$ cat src/rtl/adc_dly_calib_ctrl_if.sv
// rtl/adc_dly_calib_ctrl_if.sv - control, sample and delay-load bundle of the ADC delay calibration sequencer
interface adc_dly_calib_ctrl_if #(
  parameter int ADC_DATA_WIDTH = 8,
  parameter int TAP_WIDTH      = 5
);
  logic                      start_i;
  logic [ADC_DATA_WIDTH-1:0] adc_data_i;
  logic [TAP_WIDTH-1:0]      dly_tap_o;
  logic [ADC_DATA_WIDTH-1:0] dly_ld_o;
  logic                      busy_o;
  logic                      done_o;
  logic                      locked_o;
  logic [ADC_DATA_WIDTH-1:0] fail_o;
`ifdef ADC_DLY_CALIB_WIN_REPORT_EN
  logic [ADC_DATA_WIDTH*(TAP_WIDTH+1)-1:0] win_len_o;

  modport master (
    input  start_i, adc_data_i,
    output dly_tap_o, dly_ld_o, busy_o, done_o, locked_o, fail_o, win_len_o
  );
  modport slave (
    output start_i, adc_data_i,
    input  dly_tap_o, dly_ld_o, busy_o, done_o, locked_o, fail_o, win_len_o
  );
`else
  modport master (
    input  start_i, adc_data_i,
    output dly_tap_o, dly_ld_o, busy_o, done_o, locked_o, fail_o
  );
  modport slave (
    output start_i, adc_data_i,
    input  dly_tap_o, dly_ld_o, busy_o, done_o, locked_o, fail_o
  );
`endif
endinterface

$ cat src/rtl/adc_dly_calib_ctrl.sv
// rtl/adc_dly_calib_ctrl.sv - per-lane IDELAY tap sweep and window-centre calibration (option: ADC_DLY_CALIB_WIN_REPORT_EN)
module adc_dly_calib_ctrl #(
  parameter int                        ADC_DATA_WIDTH = 8,
  parameter int                        TAP_WIDTH      = 5,
  parameter int                        NUM_TAPS       = 32,
  parameter int                        SETTLE_CYC     = 16,
  parameter int                        SAMPLE_CNT     = 256,
  parameter logic [ADC_DATA_WIDTH-1:0] TRAIN_PATTERN  = 8'hA5
) (
  input logic                  clk,
  input logic                  rst,
  adc_dly_calib_ctrl_if.master bus
);

  localparam int LW     = TAP_WIDTH + 1;
  localparam int LANE_W = (ADC_DATA_WIDTH > 1) ? $clog2(ADC_DATA_WIDTH) : 1;
  localparam int SCW    = $clog2(SETTLE_CYC + 1);
  localparam int NCW    = $clog2(SAMPLE_CNT + 1);

  typedef enum logic [2:0] {
    S_IDLE, S_LOAD, S_SETTLE, S_CHECK, S_EVAL, S_CENTER, S_NEXT, S_DONE
  } state_t;

  state_t               state;
  logic [LANE_W-1:0]    lane;
  logic [TAP_WIDTH-1:0] tap;
  logic [SCW-1:0]       settle_cnt;
  logic [NCW-1:0]       sample_cnt;
  logic                 err;
  logic [TAP_WIDTH-1:0] cur_start, best_start;
  logic [LW-1:0]        cur_len, best_len;

  logic [TAP_WIDTH-1:0] nxt_cur_start, nxt_best_start;
  logic [LW-1:0]        nxt_cur_len, nxt_best_len;

  // Window bookkeeping for the tap just checked; EVAL commits it and the
  // centre load uses it directly so the last tap's result is included.
  always_comb begin
    nxt_cur_start  = cur_start;
    nxt_cur_len    = cur_len;
    nxt_best_start = best_start;
    nxt_best_len   = best_len;
    if (!err) begin
      if (cur_len == '0) nxt_cur_start = tap;
      nxt_cur_len = cur_len + 1'b1;
      if (nxt_cur_len > best_len) begin
        nxt_best_start = nxt_cur_start;
        nxt_best_len   = nxt_cur_len;
      end
    end else begin
      nxt_cur_len = '0;
    end
  end

  // Sequencer: all outputs are registered on the transition into the state they belong to.
  always_ff @(posedge clk) begin
    if (rst) begin
      state         <= S_IDLE;
      lane          <= '0;
      tap           <= '0;
      settle_cnt    <= '0;
      sample_cnt    <= '0;
      err           <= 1'b0;
      cur_start     <= '0;
      cur_len       <= '0;
      best_start    <= '0;
      best_len      <= '0;
      bus.dly_tap_o <= '0;
      bus.dly_ld_o  <= '0;
      bus.busy_o    <= 1'b0;
      bus.done_o    <= 1'b0;
      bus.locked_o  <= 1'b0;
      bus.fail_o    <= '0;
`ifdef ADC_DLY_CALIB_WIN_REPORT_EN
      bus.win_len_o <= '0;
`endif
    end else begin
      bus.dly_ld_o <= '0;
      bus.done_o   <= 1'b0;
      case (state)
        S_IDLE: begin
          if (bus.start_i) begin
            state         <= S_LOAD;
            lane          <= '0;
            tap           <= '0;
            bus.busy_o    <= 1'b1;
            bus.locked_o  <= 1'b0;
            bus.fail_o    <= '0;
            bus.dly_tap_o <= '0;
            bus.dly_ld_o  <= ADC_DATA_WIDTH'(1);
`ifdef ADC_DLY_CALIB_WIN_REPORT_EN
            bus.win_len_o <= '0;
`endif
          end
        end
        S_LOAD: begin
          state      <= S_SETTLE;
          settle_cnt <= '0;
        end
        S_SETTLE: begin
          if (settle_cnt == SCW'(SETTLE_CYC - 1)) begin
            state      <= S_CHECK;
            sample_cnt <= '0;
            err        <= 1'b0;
          end else begin
            settle_cnt <= settle_cnt + 1'b1;
          end
        end
        S_CHECK: begin
          err <= err | (bus.adc_data_i[lane] != TRAIN_PATTERN[lane]);
          if (sample_cnt == NCW'(SAMPLE_CNT - 1)) state <= S_EVAL;
          else sample_cnt <= sample_cnt + 1'b1;
        end
        S_EVAL: begin
          cur_start    <= nxt_cur_start;
          cur_len      <= nxt_cur_len;
          best_start   <= nxt_best_start;
          best_len     <= nxt_best_len;
          bus.dly_ld_o <= ADC_DATA_WIDTH'(1) << lane;
          if (tap != TAP_WIDTH'(NUM_TAPS - 1)) begin
            state         <= S_LOAD;
            tap           <= tap + 1'b1;
            bus.dly_tap_o <= tap + 1'b1;
          end else begin
            state <= S_CENTER;
            if (nxt_best_len == '0) begin
              bus.dly_tap_o    <= '0;
              bus.fail_o[lane] <= 1'b1;
            end else begin
              bus.dly_tap_o <= nxt_best_start + TAP_WIDTH'(nxt_best_len >> 1);
            end
`ifdef ADC_DLY_CALIB_WIN_REPORT_EN
            bus.win_len_o[lane*LW +: LW] <= nxt_best_len;
`endif
          end
        end
        S_CENTER: begin
          state <= S_NEXT;
        end
        S_NEXT: begin
          cur_start  <= '0;
          cur_len    <= '0;
          best_start <= '0;
          best_len   <= '0;
          tap        <= '0;
          if (lane != LANE_W'(ADC_DATA_WIDTH - 1)) begin
            state         <= S_LOAD;
            lane          <= lane + 1'b1;
            bus.dly_tap_o <= '0;
            bus.dly_ld_o  <= ADC_DATA_WIDTH'(1) << (lane + 1'b1);
          end else begin
            state        <= S_DONE;
            bus.done_o   <= 1'b1;
            bus.busy_o   <= 1'b0;
            bus.locked_o <= ~|bus.fail_o;
          end
        end
        S_DONE: begin
          state <= S_IDLE;
        end
        default: state <= S_IDLE;
      endcase
    end
  end

endmodule

$ cat src/flat_wrapper.sv
// flat-port wrapper written by rule: the top's interface ports become plain ports
module adc_dly_calib_ctrl_flat 
#(
  parameter int                        ADC_DATA_WIDTH = 8,
  parameter int                        TAP_WIDTH      = 5,
  parameter int                        NUM_TAPS       = 32,
  parameter int                        SETTLE_CYC     = 16,
  parameter int                        SAMPLE_CNT     = 256,
  parameter logic [ADC_DATA_WIDTH-1:0] TRAIN_PATTERN  = 8'hA5
)
  (clk, rst, bus_start_i, bus_adc_data_i, bus_dly_tap_o, bus_dly_ld_o, bus_busy_o, bus_done_o, bus_locked_o, bus_fail_o);
  adc_dly_calib_ctrl_if #(.ADC_DATA_WIDTH(ADC_DATA_WIDTH), .TAP_WIDTH(TAP_WIDTH)) bus_i ();
  input logic clk;
  input logic rst;
  input wire logic [$bits(bus_i.start_i)-1:0] bus_start_i;
  input wire logic [$bits(bus_i.adc_data_i)-1:0] bus_adc_data_i;
  output wire logic [$bits(bus_i.dly_tap_o)-1:0] bus_dly_tap_o;
  output wire logic [$bits(bus_i.dly_ld_o)-1:0] bus_dly_ld_o;
  output wire logic [$bits(bus_i.busy_o)-1:0] bus_busy_o;
  output wire logic [$bits(bus_i.done_o)-1:0] bus_done_o;
  output wire logic [$bits(bus_i.locked_o)-1:0] bus_locked_o;
  output wire logic [$bits(bus_i.fail_o)-1:0] bus_fail_o;
  assign bus_i.start_i = bus_start_i;
  assign bus_i.adc_data_i = bus_adc_data_i;
  assign bus_dly_tap_o = bus_i.dly_tap_o;
  assign bus_dly_ld_o = bus_i.dly_ld_o;
  assign bus_busy_o = bus_i.busy_o;
  assign bus_done_o = bus_i.done_o;
  assign bus_locked_o = bus_i.locked_o;
  assign bus_fail_o = bus_i.fail_o;
  adc_dly_calib_ctrl #(.ADC_DATA_WIDTH(ADC_DATA_WIDTH), .TAP_WIDTH(TAP_WIDTH), .NUM_TAPS(NUM_TAPS), .SETTLE_CYC(SETTLE_CYC), .SAMPLE_CNT(SAMPLE_CNT), .TRAIN_PATTERN(TRAIN_PATTERN)) u_core (.clk(clk), .rst(rst), .bus(bus_i));
endmodule
$ cat config.mk
export PLATFORM = sky130hd
export DESIGN_NAME = adc_dly_calib_ctrl_flat
export DESIGN_NICKNAME = d
export VERILOG_FILES = /design/src/rtl/adc_dly_calib_ctrl_if.sv /design/src/rtl/adc_dly_calib_ctrl.sv /design/src/flat_wrapper.sv
export SDC_FILE = /design/constraint.sdc
export NUM_CORES = 1
export LEC_CHECK = 0
export ABC_AREA = 1
export CORE_ASPECT_RATIO = 0.8
export CORE_MARGIN = 2
export CORE_UTILIZATION = 25
export CTS_CLUSTER_DIAMETER = 40
export DETAILED_ROUTE_END_ITERATION = 12
export GPL_TIMING_DRIVEN = 1
export HOLD_SLACK_MARGIN = 0.08
export SLEW_MARGIN = 20
export SYNTH_ARGS = -nofsm -noshare
export SYNTH_HDL_FRONTEND = slang
export SYNTH_SLANG_ARGS = --single-unit
$ cat constraint.sdc
create_clock -name clk -period 6.8 [get_ports clk]
set_input_delay 0.68 -clock clk [delete_from_list [all_inputs] [get_ports clk]]
set_output_delay 0.68 -clock clk [all_outputs]
set_load 0.005 [all_outputs]
* Word level (Yosys, flattened, before mapping)
Memories as Yosys holds them, arrays and structs flattened. A register that Yosys moved wholly into a read port is not among the register bits. Cells that the tools add are included. Widths: inputs -> output; s select.
Word-level totals: bits in read-only memories 8, output and inout bits 24, register bits 72, bits of input ports 11, memories 1
Memory list:
- (no name shown) | words 8, bits a word 1, rd ports 1, clocked after memory_dff 1, write ports 0, RTL line adc_dly_calib_ctrl.sv:110 | err <= err | (bus.adc_data_i[lane] != TRAIN_PATTERN[lane]);
Operators by class: add/sub/neg operators 6, equality and inequality tests 23, $lt $le $gt $ge 3, bitwise operators 3, reduce and logical (&&, ||, !) cells 23, shift operators 2, mux-type cells 55
Operators by type and width (number):
- $mux 5 | 10
- $mux 8 | 4
- $pmux 5 s2 | 3
- $pmux 5 s3 | 2
- $mux 3 | 9
- $pmux 3 s8 | 1
- $pmux 6 s2 | 2
- $pmux 8 s3 | 1
- $mux 6 | 3
- $mux 9 | 2
- $pmux 9 s2 | 1
- $reduce_and 3->1 | 6
- $pmux 8 s2 | 1
- $shl 1x3->8 const A | 2
- $eq 3x3->1 const B | 4
- $logic_not 6->1 | 2
- $ne 2x2->1 const B | 6
- $add 5x1->5 const B | 2
- $mux 1 | 10
- $ne 2x1->1 const B | 5
- $reduce_bool 2->1 | 5
- $add 9x1->9 const B | 1
- $eq 9x8->1 const B | 1
- $or 8x8->8 | 1
- other kinds (26) | 31

* Longest topological paths before layout
Gate-level depths: netlist (run 1).
depth in word-level cells 8, mapped depth 27, depth with buffers taken out 26

* Least setup slack after synthesis (run 1)
OpenSTA, ideal clock, no wires.
path type reg-to-reg, start point register u_core.cur_len[0], end point register u_core.bus.dly_tap_o[4], required time 6.668 ns, stages on the path, launching flop included 24, path slack 3.542 ns, data arrival time 3.125 ns, period minus slack after synthesis 3.258 ns, cell sequence dfxtp_1 ha_1 nand3_1 xnor2_1 ha_1 nand2_2 nor2_4 a21oi_4 nand2_4 buf_6 o21ai_0 ha_1 inv_1 fa_1 inv_1 a31oi_1 inv_1 nand2_1 nand2_1 nand2_1 nand3_1 nand2_1 nand2_1 a21oi_1
Between the ends: longest elaborated chain between the ends 8, elaborated cells on any way between the ends 13
RTL lines:
- from (decl) | RTL line adc_dly_calib_ctrl.sv:31 | logic [LW-1:0] cur_len, best_len;
- from (signal assigned) | RTL line adc_dly_calib_ctrl.sv:116 | cur_len <= nxt_cur_len;
- $add 6x1->6 / $logic_not 6->1 (equally long branches) | RTL line adc_dly_calib_ctrl.sv:45, adc_dly_calib_ctrl.sv:44
- $gt 6x6->1 / $mux 5 (equally long branches) | RTL line adc_dly_calib_ctrl.sv:46, adc_dly_calib_ctrl.sv:44
- $mux 5 / $mux 6 (equally long branches) | RTL line adc_dly_calib_ctrl.sv:46 | if (nxt_cur_len > best_len) begin
- $mux 5 / $mux 6 (equally long branches) | RTL line adc_dly_calib_ctrl.sv:43 | if (!err) begin
- $add 5x5->5 / $logic_not 6->1 (equally long branches) | RTL line adc_dly_calib_ctrl.sv:130, adc_dly_calib_ctrl.sv:126
- $mux 5 * | RTL line adc_dly_calib_ctrl.sv:126 | if (nxt_best_len == '0) begin
- $mux 5 * | RTL line adc_dly_calib_ctrl.sv:120 | if (tap != TAP_WIDTH'(NUM_TAPS - 1)) begin
- $pmux 5 s3 * | RTL line adc_dly_calib_ctrl.sv:80 | case (state)
- to (signal assigned) | RTL line adc_dly_calib_ctrl.sv:123 | bus.dly_tap_o <= tap + 1'b1;
- to (signal assigned) | RTL line adc_dly_calib_ctrl.sv:130 | bus.dly_tap_o <= nxt_best_start + TAP_WIDTH'(nxt_best_len >> 1);
- to (decl) | RTL line adc_dly_calib_ctrl_if.sv:28 | output dly_tap_o, dly_ld_o, busy_o, done_o, locked_o, fail_o
Every way passes the cells marked *; elsewhere a longest branch is shown, timed or not. A chain may end at the register's enable or synchronous reset.

* Worst setup path after layout (run 1)
Ends and elaborated chain as after synthesis.

==> results of run 1 <==
==> cells in the final DEF, fill, tap and decap left out, types with 2 or more instances in the layout <==
cell type and instances:
nand2_1 123, inv_1 80, dfxtp_1 73, a21oi_1 54, nor2_1 51, nand3_1 34, clkdlybuf4s50_1 33, ha_1 26
o21ai_0 23, nor3_1 10, inv_2 9, clkbuf_16 9, xor2_1 6, nand2_2 6, nor2_4 6, nand2_4 5
a32oi_1 5, clkbuf_8 5, nand4_1 4, a221oi_1 3, nor4_1 3, nor2_2 3, nor3_2 3, a31oi_1 3
a211oi_1 2, xnor2_1 2, nand3_4 2
==> state kept, by name (all words and copies together), names as in the netlist, 3 cells and up, named ones only <==
signal / flops
u_core.cur_len: 6
u_core.settle_cnt: 5
u_core.cur_start: 5
u_core.bus.dly_ld_o: 8
u_core.tap: 5
u_core.sample_cnt: 9
u_core.lane: 3
u_core.bus.fail_o: 8
u_core.best_len: 6
u_core.bus.dly_tap_o: 5
u_core.best_start: 5
u_core.state: 3
==> kinds of logic after synthesis <==
group,after synthesis,share of synthesized area
AND/OR/NAND/NOR,254,0.297
buffers and inverters,103,0.0980
flip-flops,73,0.360
adder cells (fa/ha/maj),27,0.0850
XOR/XNOR,8,0.0173
AO/OA/AOI/OAI,100,0.143
==> worst max-delay path, stage by stage, from the launching register on <==
cell     delay (ps)
dfxtp_1         460
ha_1            230
nand3_1         100
xnor2_1         280
ha_1            300
nand2_2          90
nor2_4           50
a21oi_4         230
nand2_4         160
o21ai_0         250
ha_1            210
inv_1            50
fa_1            370
inv_1            80
a31oi_1          90
inv_1            60
nand2_1          60
nand2_1          60
nand2_1          40
nand3_1          70
nand2_1          50
nand2_1          60
a21oi_1          50
==> how the worst max path moves through the flow <==
stage	start	end	slack, ps	depth (start not counted)
global placement	u_core.cur_len[0]$_SDFFE_PP0P_	u_core.bus.dly_tap_o[4]$_SDFFE_PP0P_	3370	22
CTS	u_core.cur_len[0]$_SDFFE_PP0P_	u_core.bus.dly_tap_o[4]$_SDFFE_PP0P_	3230	22
finish	u_core.cur_len[0]$_SDFFE_PP0P_	u_core.bus.dly_tap_o[4]$_SDFFE_PP0P_	3250	22
floorplan	u_core.cur_len[0]$_SDFFE_PP0P_	u_core.bus.dly_tap_o[4]$_SDFFE_PP0P_	3540	23
global route	u_core.cur_len[0]$_SDFFE_PP0P_	u_core.bus.dly_tap_o[4]$_SDFFE_PP0P_	2880	22
detailed placement	u_core.cur_len[0]$_SDFFE_PP0P_	u_core.bus.dly_tap_o[4]$_SDFFE_PP0P_	3270	22
==> final cells by class <==
class	count	area, µm²	share of cell area
Clock buffer	15	298	0.0603
Inverter	89	334	0.0677
Sequential cell	73	1460	0.296
Timing Repair Buffer	35	343	0.0694
Clock inverter	1	30.0	0.00608
Tap cell	215	269	0.0545
Multi-Input combinational cell	389	2200	0.446
==> power by group through the flow <==
stage / clock [W] / sequential, W / combinational (W)
finish: 0.000511 / 0.000503 / 0.000305
global route: 0.000538 / 0.000508 / 0.000348
CTS: 0.000522 / 0.000503 / 0.000306
detailed placement: 0 / 0.000511 / 0.000303
global placement: 0 / 0.000511 / 0.000304
floorplan: 0 / 0.000500 / 0.000222
==> per-layer routing <==
layer	up-vias	share of wire
li1	1898	-
met1	1596	0.55
met2	66	0.40
met3	8	0.035
met4	0	0.010
met5	-	0
==> synth_stat cells, types with 2 or more instances <==
cell	instances	area share
nand3_1	34	0.042
clkbuf_1	9	0.0083
nor3_2	3	0.0074
nand4_1	4	0.0062
nor2_1	51	0.047
ha_1	26	0.080
a21oi_1	54	0.067
nor2_4	6	0.017
nand2_4	5	0.014
nor3_1	10	0.012
nand2_2	6	0.0092
xnor2_1	2	0.0043
inv_2	9	0.0083
nand3_4	2	0.0086
inv_1	80	0.074
a31oi_1	3	0.0046
nand2_1	123	0.11
nor2_2	3	0.0046
nor4_1	3	0.0046
a211oi_1	2	0.0037
a221oi_1	3	0.0065
xor2_1	6	0.013
a32oi_1	5	0.011
dfxtp_1	73	0.36
o21ai_0	23	0.028
buf_2	3	0.0037
==> stage by stage <==
stage               worst slack, ps  utilization  area (µm²)  power (W)
finish                         3250        0.311        4940    0.00132
global route                   2880        0.311        4940    0.00139
CTS                            3230        0.311        4940    0.00133
detailed placement             3270        0.291        4610   0.000814
global placement               3370        0.291        4610   0.000815
floorplan                      3540            -        4060   0.000723
==> qor.yml, run 1 <==
sta:
  drv_slew: 0
  min_period_ps: 3550
  setup_viol_count_final: 0
  hold_viol: 0
  fmax_mhz: 281
  fin_hold_ws_ps: 463
  rsz0062_at_grt: "no"
  worst_slew_pin_slew_ps: 715
  max_slew_margin: 0.521
  period_share: 0.523
  skew_ps: 7.65
  finalSetupTns_ps: 0
global_routing:
  met1_usage: 0.165
  top_usage_layer: "met1"
  antenna_found_initial: 0
  grt_use_met2: 0.162
  track_usage: 0.112
  grt_pass1_wl_mm: 15.9
  grt_max_degree: 48
  grtUsageMet3: 0.0240
  overflow: 0
  grt_pass1_vias: 3258
placed_design:
  dp_hpwl_mm: 6.93
  gp_congestion: 0.830
  io_buffers: 34
  placed_cells: 801
synth:
  synthArstFlopShare: 0
  syn_inst: 565
  syn-num-nets: 603
  synth.avg_cell_area_um2: 7.19
  ys_seq_area_frac: 0.360
  synth_edf_count: 0
  yosys_register_bits: 73
  mappedNetlistArea_um2: 4060
  yosysUniqueCellTypes: 43
  ys.flop_type: "dfxtp_1"
  ys_warn_count: 0
hold_path:
  hp-class: "reg -> reg"
  worst_hold_path.num_cells: 2
  holdPathEnd: "u_core.bus.dly_tap_o[1]$_SDFFE_PP0P_"
  worstHoldStart: "u_core.bus.dly_tap_o[1]$_SDFFE_PP0P_"
power:
  power.switching_w: 0.000414
  p_comb_frac: 0.231
  p_clk_frac: 0.388
  netSwitchingFraction: 0.314
  p_int_w: 0.000906
  peakVddDrop_mv: 0.121
  p_seq_frac: 0.381
  leakage_nw: 2.01
  powerDensity_nw_per_um2: 267
routing:
  vias_per_cell: 4.37
  first_pass_iters: 4
  post_drt_wl_per_cell_um: 11.4
  num_vias: 3568
  drc_errors: 0
  ant_nets: 0
  wl_mm: 9.30
  drtIter0Drc: 264
die:
  io_pins: 35
  die-area_um2: 17300
  coreArea_um2: 15900
  die_x_um: 147
  rows: 41
  die-height_um: 118
  initial_core_util: 0.256
clock_tree:
  htreeDepth: 3
  root_buffer: "clkbuf_16"
  cts_buffers: 9
  clk_latency_ps: 330
  clk_path_buf_depth: 2
  tritoncts: "done"
  postCtsSetupRepairBufs: 0
  cts_resized: 0
  cts_sinks: 73
  ctsHoldBuffers: 0
  clk_pin_slew_worst_paths_ps: 50
worst_setup_path:
  end_kind: "register"
  cp_data_arrival_time_ps: 3750
  critPathMaxFanout: 14
  timing.rr.start: "u_core.cur_len[0]$_SDFFE_PP0P_"
  r2r_setup_slack_ps: 3250
  critPathRequiredTime_ps: 6990
  reg2reg_depth: 22
  worstSetupStartpointType: "register"
  r2r-end: "u_core.bus.dly_tap_o[4]$_SDFFE_PP0P_"
  path_class: "reg -> reg"
finish:
  diodes: 0
  fin_cells: 817
  fillers: 1701
  layout.nets: 635
  layout-drive-gt1-share: 0.0930
  syn2layout_area_growth_pct: 21.6
run:
  max-cap-violations: 0
status:
  outcome: "finished, final reports clean"
Power figures use the tool's default switching activity.
==> inputs of run 2 (changes only) <==
==> constraint.sdc (replaced) <==
create_clock -name clk -period 3.6 [get_ports clk]
set_input_delay 0.36 -clock clk [delete_from_list [all_inputs] [get_ports clk]]
set_output_delay 0.36 -clock clk [all_outputs]
set_load 0.005 [all_outputs]
==> run 2 against run 1 <==
Effect of this change:
- die area unchanged
- flip-flop and latch count unchanged
- worst setup slack got worse by 3000 ps
- clock skew increased by 0.94 ps
- count of clock-buffer cells in the layout decreased by 1
==> qor.yml, run 2 (synthesized netlist as in run 1, its figures left out) <==
status:
  outcome: "finished, final reports clean"
routing:
  drc_errors: 0  # unchanged
  first_pass_iters: 5  # +1
  drtIter0Drc: 225  # -15%
  ant_nets: 0  # unchanged
  num_vias: 3696  # +3.6%
  wl_mm: 9.64  # +3.7%
  post_drt_wl_per_cell_um: 11.7  # +2.7%
  vias_per_cell: 4.48  # +2.6%
hold_path:
  hp-class: "reg -> reg"
  worstHoldStart: "u_core.cur_len[0]$_SDFFE_PP0P_"
  holdPathEnd: "u_core.cur_len[0]$_SDFFE_PP0P_"
  worst_hold_path.num_cells: 1  # -1
finish:
  layout-drive-gt1-share: 0.116  # +0.0234
  syn2layout_area_growth_pct: 23.2
  fin_area_um2: 5000  # +1.3%
  diodes: 0  # unchanged
  final_cell_mix: "122 x nand2_1, 80 x inv_1, 68 x dfxtp_1"
  fin_util: 0.316  # +0.00410
  largest_registers: "u_core.sample_cnt: 9 flops, u_core.bus.dly_ld_o: 8 flops, u_core.bus.fail_o: 8 flops"
  regMostFlops: "u_core.sample_cnt"
  final_common_cell: "nand2_1"
  fin_cells: 825  # +0.98%
  largest_reg_flops: 9  # unchanged
  layout.nets: 643  # +1.3%
global_routing:
  track_usage: 0.115  # +0.00310
  grtUsageMet3: 0.0240  # unchanged
  grt_pass1_vias: 3440  # +5.6%
  top_usage_layer: "met1"
  grt_max_degree: 47  # -2.1%
  grt_pass1_wl_mm: 16.4  # +3.1%
  met1_usage: 0.168  # +0.00300
  overflow: 0  # unchanged
  antenna_found_initial: 0  # unchanged
  grt_use_met2: 0.168  # +0.00619
clock_tree:
  ctsHoldBuffers: 0  # unchanged
  htreeDepth: 3  # unchanged
  clk_latency_ps: 340  # about the same
  clk_pin_slew_worst_paths_ps: 60  # about the same
  tritoncts: "done"
  cts_sinks: 73  # unchanged
  clk_path_buf_depth: 2  # unchanged
  cts_buffers: 9  # unchanged
  root_buffer: "clkbuf_16"
die:
  die_x_um: 147  # unchanged
  initial_core_util: 0.256  # unchanged
  io_pins: 35  # unchanged
  die-height_um: 118  # unchanged
  coreArea_um2: 15900  # unchanged
  rows: 41  # unchanged
  die-area_um2: 17300  # unchanged
worst_setup_path:
  cp_data_arrival_time_ps: 3510  # -240 ps
  path_class: "reg -> reg"
  reg2reg_depth: 22  # unchanged
  worstSetupStartpointType: "register"
  critPathLaunch: "u_core.cur_len[1]$_SDFFE_PP0P_"
  end_kind: "register"
  critPathRequiredTime_ps: 3800  # -3190 ps
  timing.rr.start: "u_core.cur_len[1]$_SDFFE_PP0P_"
  critPathMaxFanout: 8  # -6
  max_stage_delay_ps: 380  # -80 ps
  path_common_cell: "nand2_1"
  crit_buf_inv: 3  # unchanged
  r2r_setup_slack_ps: 290  # -2960 ps
  worstPathCellList: "ha_1 > nand3_1 > xnor2_2 > ha_1 > nand2_2 > nor2_4 > a21oi_4 > nand2_4 > o21ai_1 > ha_1 > inv_1 > fa_1 > inv_1 > a31oi_1 > inv_1 > nand2_1 > nand2_1 > nand2_1 > nand3_1 > nand2_1 > nand2_1 > a21oi_1"
  r2r-end: "u_core.bus.dly_tap_o[4]$_SDFFE_PP0P_"
  crit_family: "adder cells"
  slowest_stage: "fa_1"
sta:
  max_slew_margin: 0.619  # +0.0974
  min_period_ps: 3310  # -242 ps
  fmax_mhz: 302  # +7.3%
  skew_ps: 8.59  # +0.939 ps
  hold_viol: 0  # unchanged
  drv_slew: 0  # unchanged
  setup_viol_count_final: 0  # unchanged
  period_share: 0.920  # +0.397
  worst_slew_pin_slew_ps: 570  # -145 ps
placed_design:
  io_buffers: 34  # unchanged
  gp_congestion: 0.836  # +0.72%
  placed_cells: 804  # +0.37%
  dpl_cell_area_um2: 4630  # +0.49%
  dp_hpwl_mm: 7.09  # +2.3%
run:
  max-cap-violations: 0  # unchanged
power:
  powerDensity_nw_per_um2: 494  # +85%
  leakage_nw: 2.06  # +2.3%
  finalPower_w: 0.00247  # +87%
  peakVddDrop_mv: 0.233  # +92%
## run 2: cell types whose count changed in the layout (fill, tap and decap cells not counted), sizes merged
cell,change
buf,+7
clkbuf,-1
clkinv,+1
nand2,+1
## run 2: through the flow
| stage | setup WS, ps | hold slack, ps | setup TNS [ps] |
|---|---|---|---|
| after global routing | -8.95 | 486 | -8.95 |
| after detailed placement | 129 | 457 | 0 |
| after floorplan | 342 | 440 | 0 |
| final | 288 | 460 | 0 |
| after CTS | 111 | 466 | 0 |
| after global placement | 247 | 454 | 0 |
## run 2: worst max-delay path by stage
stage | to | slack [ps] | cells after the start
floorplan | u_core.bus.dly_tap_o[4]$_SDFFE_PP0P_ | 340 | 23
finish | u_core.bus.dly_tap_o[4]$_SDFFE_PP0P_ | 290 | 22
detailed placement | u_core.bus.dly_tap_o[4]$_SDFFE_PP0P_ | 130 | 22
CTS | u_core.bus.dly_tap_o[4]$_SDFFE_PP0P_ | 110 | 22
global placement | u_core.bus.dly_tap_o[4]$_SDFFE_PP0P_ | 250 | 22
global route | u_core.bus.dly_tap_o[4]$_SDFFE_PP0P_ | -9 | 25
## run 2: timing repair
item,in CTS,in global routing
endpoints found under the setup margin,0,2
gates resized for setup,0,11
setup buffers,0,4
## run 2: where the power goes
| part | total (W) | internal, W | switching, W |
|---|---|---|---|
| sequential | 0.000949 | 0.000880 | 0.0000696 |
| clock | 0.000930 | 0.000593 | 0.000337 |
| combinational | 0.000594 | 0.000210 | 0.000385 |
| total | 0.00247 | 0.00168 | 0.000792 |
## run 2: final cells by class
class,count,area (µm²)
clock buffers,14,274
clock inverters,2,35.0
fillers,1641,10800
inverters,89,334
multi-input cells,390,2230
flip-flops and latches,73,1470
well taps,215,269
repair buffers,42,395
## run 2: routing by layer
metal	up-vias	wire (µm)
met5	-	0
met4	0	129
met3	13	292
met2	68	4050
met1	1695	5170
li1	1920	-
==> inputs of run 3 (changes only) <==
--- a/config.mk
+++ b/config.mk
@@ -5,7 +5,8 @@
 export SDC_FILE = /design/constraint.sdc
 export NUM_CORES = 1
 export LEC_CHECK = 0
-export ABC_AREA = 1
+export CELL_PAD_IN_SITES_DETAIL_PLACEMENT = 1
+export CELL_PAD_IN_SITES_GLOBAL_PLACEMENT = 1
 export CORE_ASPECT_RATIO = 0.8
 export CORE_MARGIN = 2
 export CORE_UTILIZATION = 25
@@ -13,6 +14,7 @@
 export DETAILED_ROUTE_END_ITERATION = 12
 export GPL_TIMING_DRIVEN = 1
 export HOLD_SLACK_MARGIN = 0.08
+export PLACE_DENSITY_LB_ADDON = 0.1
 export SLEW_MARGIN = 20
 export SYNTH_ARGS = -nofsm -noshare
 export SYNTH_HDL_FRONTEND = slang
==> run 3 against run 2 <==
Effect of this change:
- register-to-register slack got worse by 90 ps
- power is 30% lower
- worst setup slack lost 87 ps
- via count fell by 8.1%
- sequential power decreased by 13%
- clock skew is 1.2 ps lower
- worst hold slack improved by 22 ps
- fmax shrank 2.6%
- non-clock buffer count increased by 10
- global-route usage up 2.7 points
- clock power decreased by 12%
- largest cell class unchanged
- largest power group unchanged
==> qor.yml, run 3 <==
hold_path:
  hp-class: "reg -> reg"
  worstHoldStart: "u_core.sample_cnt[1]$_SDFFE_PP0P_"
synth:
  syn_inst: 449  # -21%
  mappedNetlistArea_um2: 3970  # -2.3%
  ys_seq_area_frac: 0.368  # +0.00839
  syn-num-nets: 487  # -19%
  ys.flop_type: "dfxtp_1"
  yosysTopAreaCell: "dfxtp_1"
  yosys_register_bits: 73  # unchanged
  synth.most_common_cell: "dfxtp_1"
  yosysTopAreaCellShare: 0.368  # +0.00839
  ys_warn_count: 0  # unchanged
  synthArstFlopShare: 0  # unchanged
  synth_edf_count: 0  # unchanged
  yosysUniqueCellTypes: 60  # +40%
  synth.avg_cell_area_um2: 8.84  # +23%
  synthTopCellsByArea: "dfxtp_1 37%, ha_1 8.2%, nor2_1 6.2%"
  synth_common_cells: "73 x dfxtp_1, 66 x nor2_1, 36 x a21oi_1"
die:
  die-height_um: 117  # -1.1%
  io_pins: 35  # unchanged
  rows: 41  # unchanged
  die_x_um: 145  # -1.1%
  coreArea_um2: 15600  # -1.3%
  die-area_um2: 16900  # -2.2%
  initial_core_util: 0.254  # -0.00256
clock_tree:
  tritoncts: "done"
  clk_path_buf_depth: 2  # unchanged
  htreeDepth: 3  # unchanged
  cts_buffers: 9  # unchanged
  root_buffer: "clkbuf_16"
  clk_latency_ps: 340  # about the same
  clk_pin_slew_worst_paths_ps: 60  # about the same
  cts_sinks: 73  # unchanged
finish:
  diodes: 0  # unchanged
  final_cell_mix: "68 x dfxtp_1, 66 x nor2_1, 36 x a21oi_1"
  largest_reg_flops: 9  # unchanged
  largest_registers: "u_core.sample_cnt: 9 flops, u_core.bus.dly_ld_o: 8 flops, u_core.bus.fail_o: 8 flops"
  fin_util: 0.316  # +0.000860
  regMostFlops: "u_core.sample_cnt"
  fin_area_um2: 4950  # -1.0%
  layout-drive-gt1-share: 0.147  # +0.0305
  layout.nets: 530  # -18%
  final_common_cell: "dfxtp_1"
  syn2layout_area_growth_pct: 24.7
power:
  powerDensity_nw_per_um2: 350  # -29%
  peakVddDrop_mv: 0.182  # -22%
  leakage_nw: 1.82  # -12%
run:
  max-cap-violations: 0  # unchanged
worst_setup_path:
  critPathLaunch: "u_core.cur_len[1]$_SDFFE_PP0P_"
  max_stage_delay_ps: 370  # about the same
  cp_data_arrival_time_ps: 3620  # +110 ps
  path_common_cell: "buf_4"
  worstSetupStartpointType: "register"
  crit_family: "compound AO/OA/AOI/OAI gates"
  slowest_stage: "dfxtp_4"
  timing.rr.start: "u_core.cur_len[1]$_SDFFE_PP0P_"
  critPathMaxFanout: 7  # -1
  worstPathCellList: "nand3_1 > or2_4 > xnor2_4 > ha_4 > and4_4 > a31oi_4 > o31a_4 > buf_4 > buf_4 > mux2_2 > ha_1 > o21ai_2 > a221oi_2 > o32ai_1"
  crit_buf_inv: 2  # -1
  path_class: "reg -> reg"
  critPathRequiredTime_ps: 3820  # +20 ps
  end_kind: "register"
sta:
  skew_ps: 7.42  # -1.17 ps
  hold_viol: 0  # unchanged
  fin_hold_ws_ps: 482  # +21.5 ps
  drv_slew: 0  # unchanged
  rsz0062_at_grt: "yes"
  max_slew_margin: 0.490  # -0.128
  period_share: 0.944  # +0.0241
  setup_viol_count_final: 0  # unchanged
  min_period_ps: 3400  # +86.7 ps
  fmax_mhz: 294  # -2.6%
  worst_slew_pin_slew_ps: 758  # +188 ps
routing:
  vias_per_cell: 4.77  # +6.5%
  num_vias: 3396  # -8.1%
  ant_nets: 0  # unchanged
  drtIter0Drc: 149  # -34%
  wl_mm: 11.2  # +16%
  first_pass_iters: 4  # -1
  drc_errors: 0  # unchanged
  post_drt_wl_per_cell_um: 15.7  # +34%
placed_design:
  dpl_cell_area_um2: 4610  # -0.43%
  io_buffers: 34  # unchanged
  dp_hpwl_mm: 8.41  # +19%
  gp_congestion: 0.781  # -6.7%
status:
  outcome: "finished, final reports clean"
global_routing:
  grt_pass1_vias: 3336  # -3.0%
  overflow: 0  # unchanged
  track_usage: 0.142  # +0.0269
  grt_pass1_wl_mm: 18.2  # +11%
  antenna_found_initial: 0  # unchanged
  grt_max_degree: 33  # -30%
## run 3: cell types whose count changed in the layout (fill, tap and decap cells not counted), moves of 7 or more
cell / change
a21oi_1: -17
nor2b_1: +7
nand3b_1: +11
mux2_2: +11
a22oi_1: +21
nand2_2: -7
nand2_1: -99
buf_4: +10
inv_1: -59
nor2_1: +15
inv_2: -9
o21ai_0: -12
nand3_1: -20
## run 3: power breakdown
part           total (W)  internal, W  leakage (nW)  switching, W
Clock           0.000814     0.000462         0.130      0.000351
Sequential      0.000825     0.000813         0.592     0.0000122
Combinational  0.0000934    0.0000393          1.10     0.0000541
## run 3: through the flow
stage / setup TNS (ps) / worst slack (ps) / total power [W] / std cells
2_1_floorplan: 0 / 13.1 / 0.000898 / 449
3_3_place_gp: 0 / 96.3 / 0.000937 / 695
3_5_place_dp: -103 / -103 / 0.000936 / 695
4_1_cts: 0 / 36.9 / 0.00177 / 712
5_1_grt: 0 / 12.2 / 0.00181 / 712
6_report: 0 / 201 / 0.00173 / 712
## run 3: area by class of cell
| type | count | area (µm²) |
|---|---|---|
| fill | 1805 | 10700 |
| inverter | 21 | 78.8 |
| multi-input combinational | 335 | 2400 |
| clock inverter | 4 | 20.0 |
| timing repair buffer | 52 | 470 |
| sequential | 73 | 1470 |
| tap | 215 | 269 |
| clock buffer | 12 | 236 |
## run 3: layer usage
layer	up-vias	track usage	wire, µm
met5	-	0	0
met4	0	0.0427	146
met3	11	0.0340	292
met2	27	0.207	4680
met1	1651	0.205	6050
li1	1707	-	-
## run 3: timing repair
action | CTS | global route
pin swaps | 2 | 4
endpoints found under the hold margin | 0 | 0
gates cloned | 0 | 0
hold buffers | 0 | 0
gates resized for setup | 6 | 13
endpoints found under the setup margin | 2 | 3
buffers inserted | 1 | 0
## run 3: worst reg2reg max path: cells and delay by family, from the launching register on
kind / cells / cell delay, ps
AO/OA/AOI/OAI: 5 / 900
XOR/XNOR: 1 / 180
adder cells (fa/ha/maj): 2 / 560
buffers and inverters: 2 / 310
flip-flops: 1 / 370
multiplexers: 1 / 370
AND/OR/NAND/NOR: 3 / 590
## run 3: worst paths after layout
check	cells past startpoint	slack, ps	end
worst max-delay path	14	200	u_core.bus.dly_tap_o[4]$_SDFFE_PP0P_
worst min-delay path	2	480	u_core.sample_cnt[1]$_SDFFE_PP0P_
worst max register to register	14	200	u_core.bus.dly_tap_o[4]$_SDFFE_PP0P_
worst min register to register	2	480	u_core.sample_cnt[1]$_SDFFE_PP0P_
## run 3: cells by family after synthesis
kind of cell,Yosys count,synth area share
AND/OR/NAND/NOR,167,0.218
AO/OA/AOI/OAI,108,0.196
flip-flops,73,0.368
buffers and inverters,41,0.0448
adder cells (fa/ha/maj),27,0.0870
XOR/XNOR,17,0.0422
multiplexers,16,0.0441
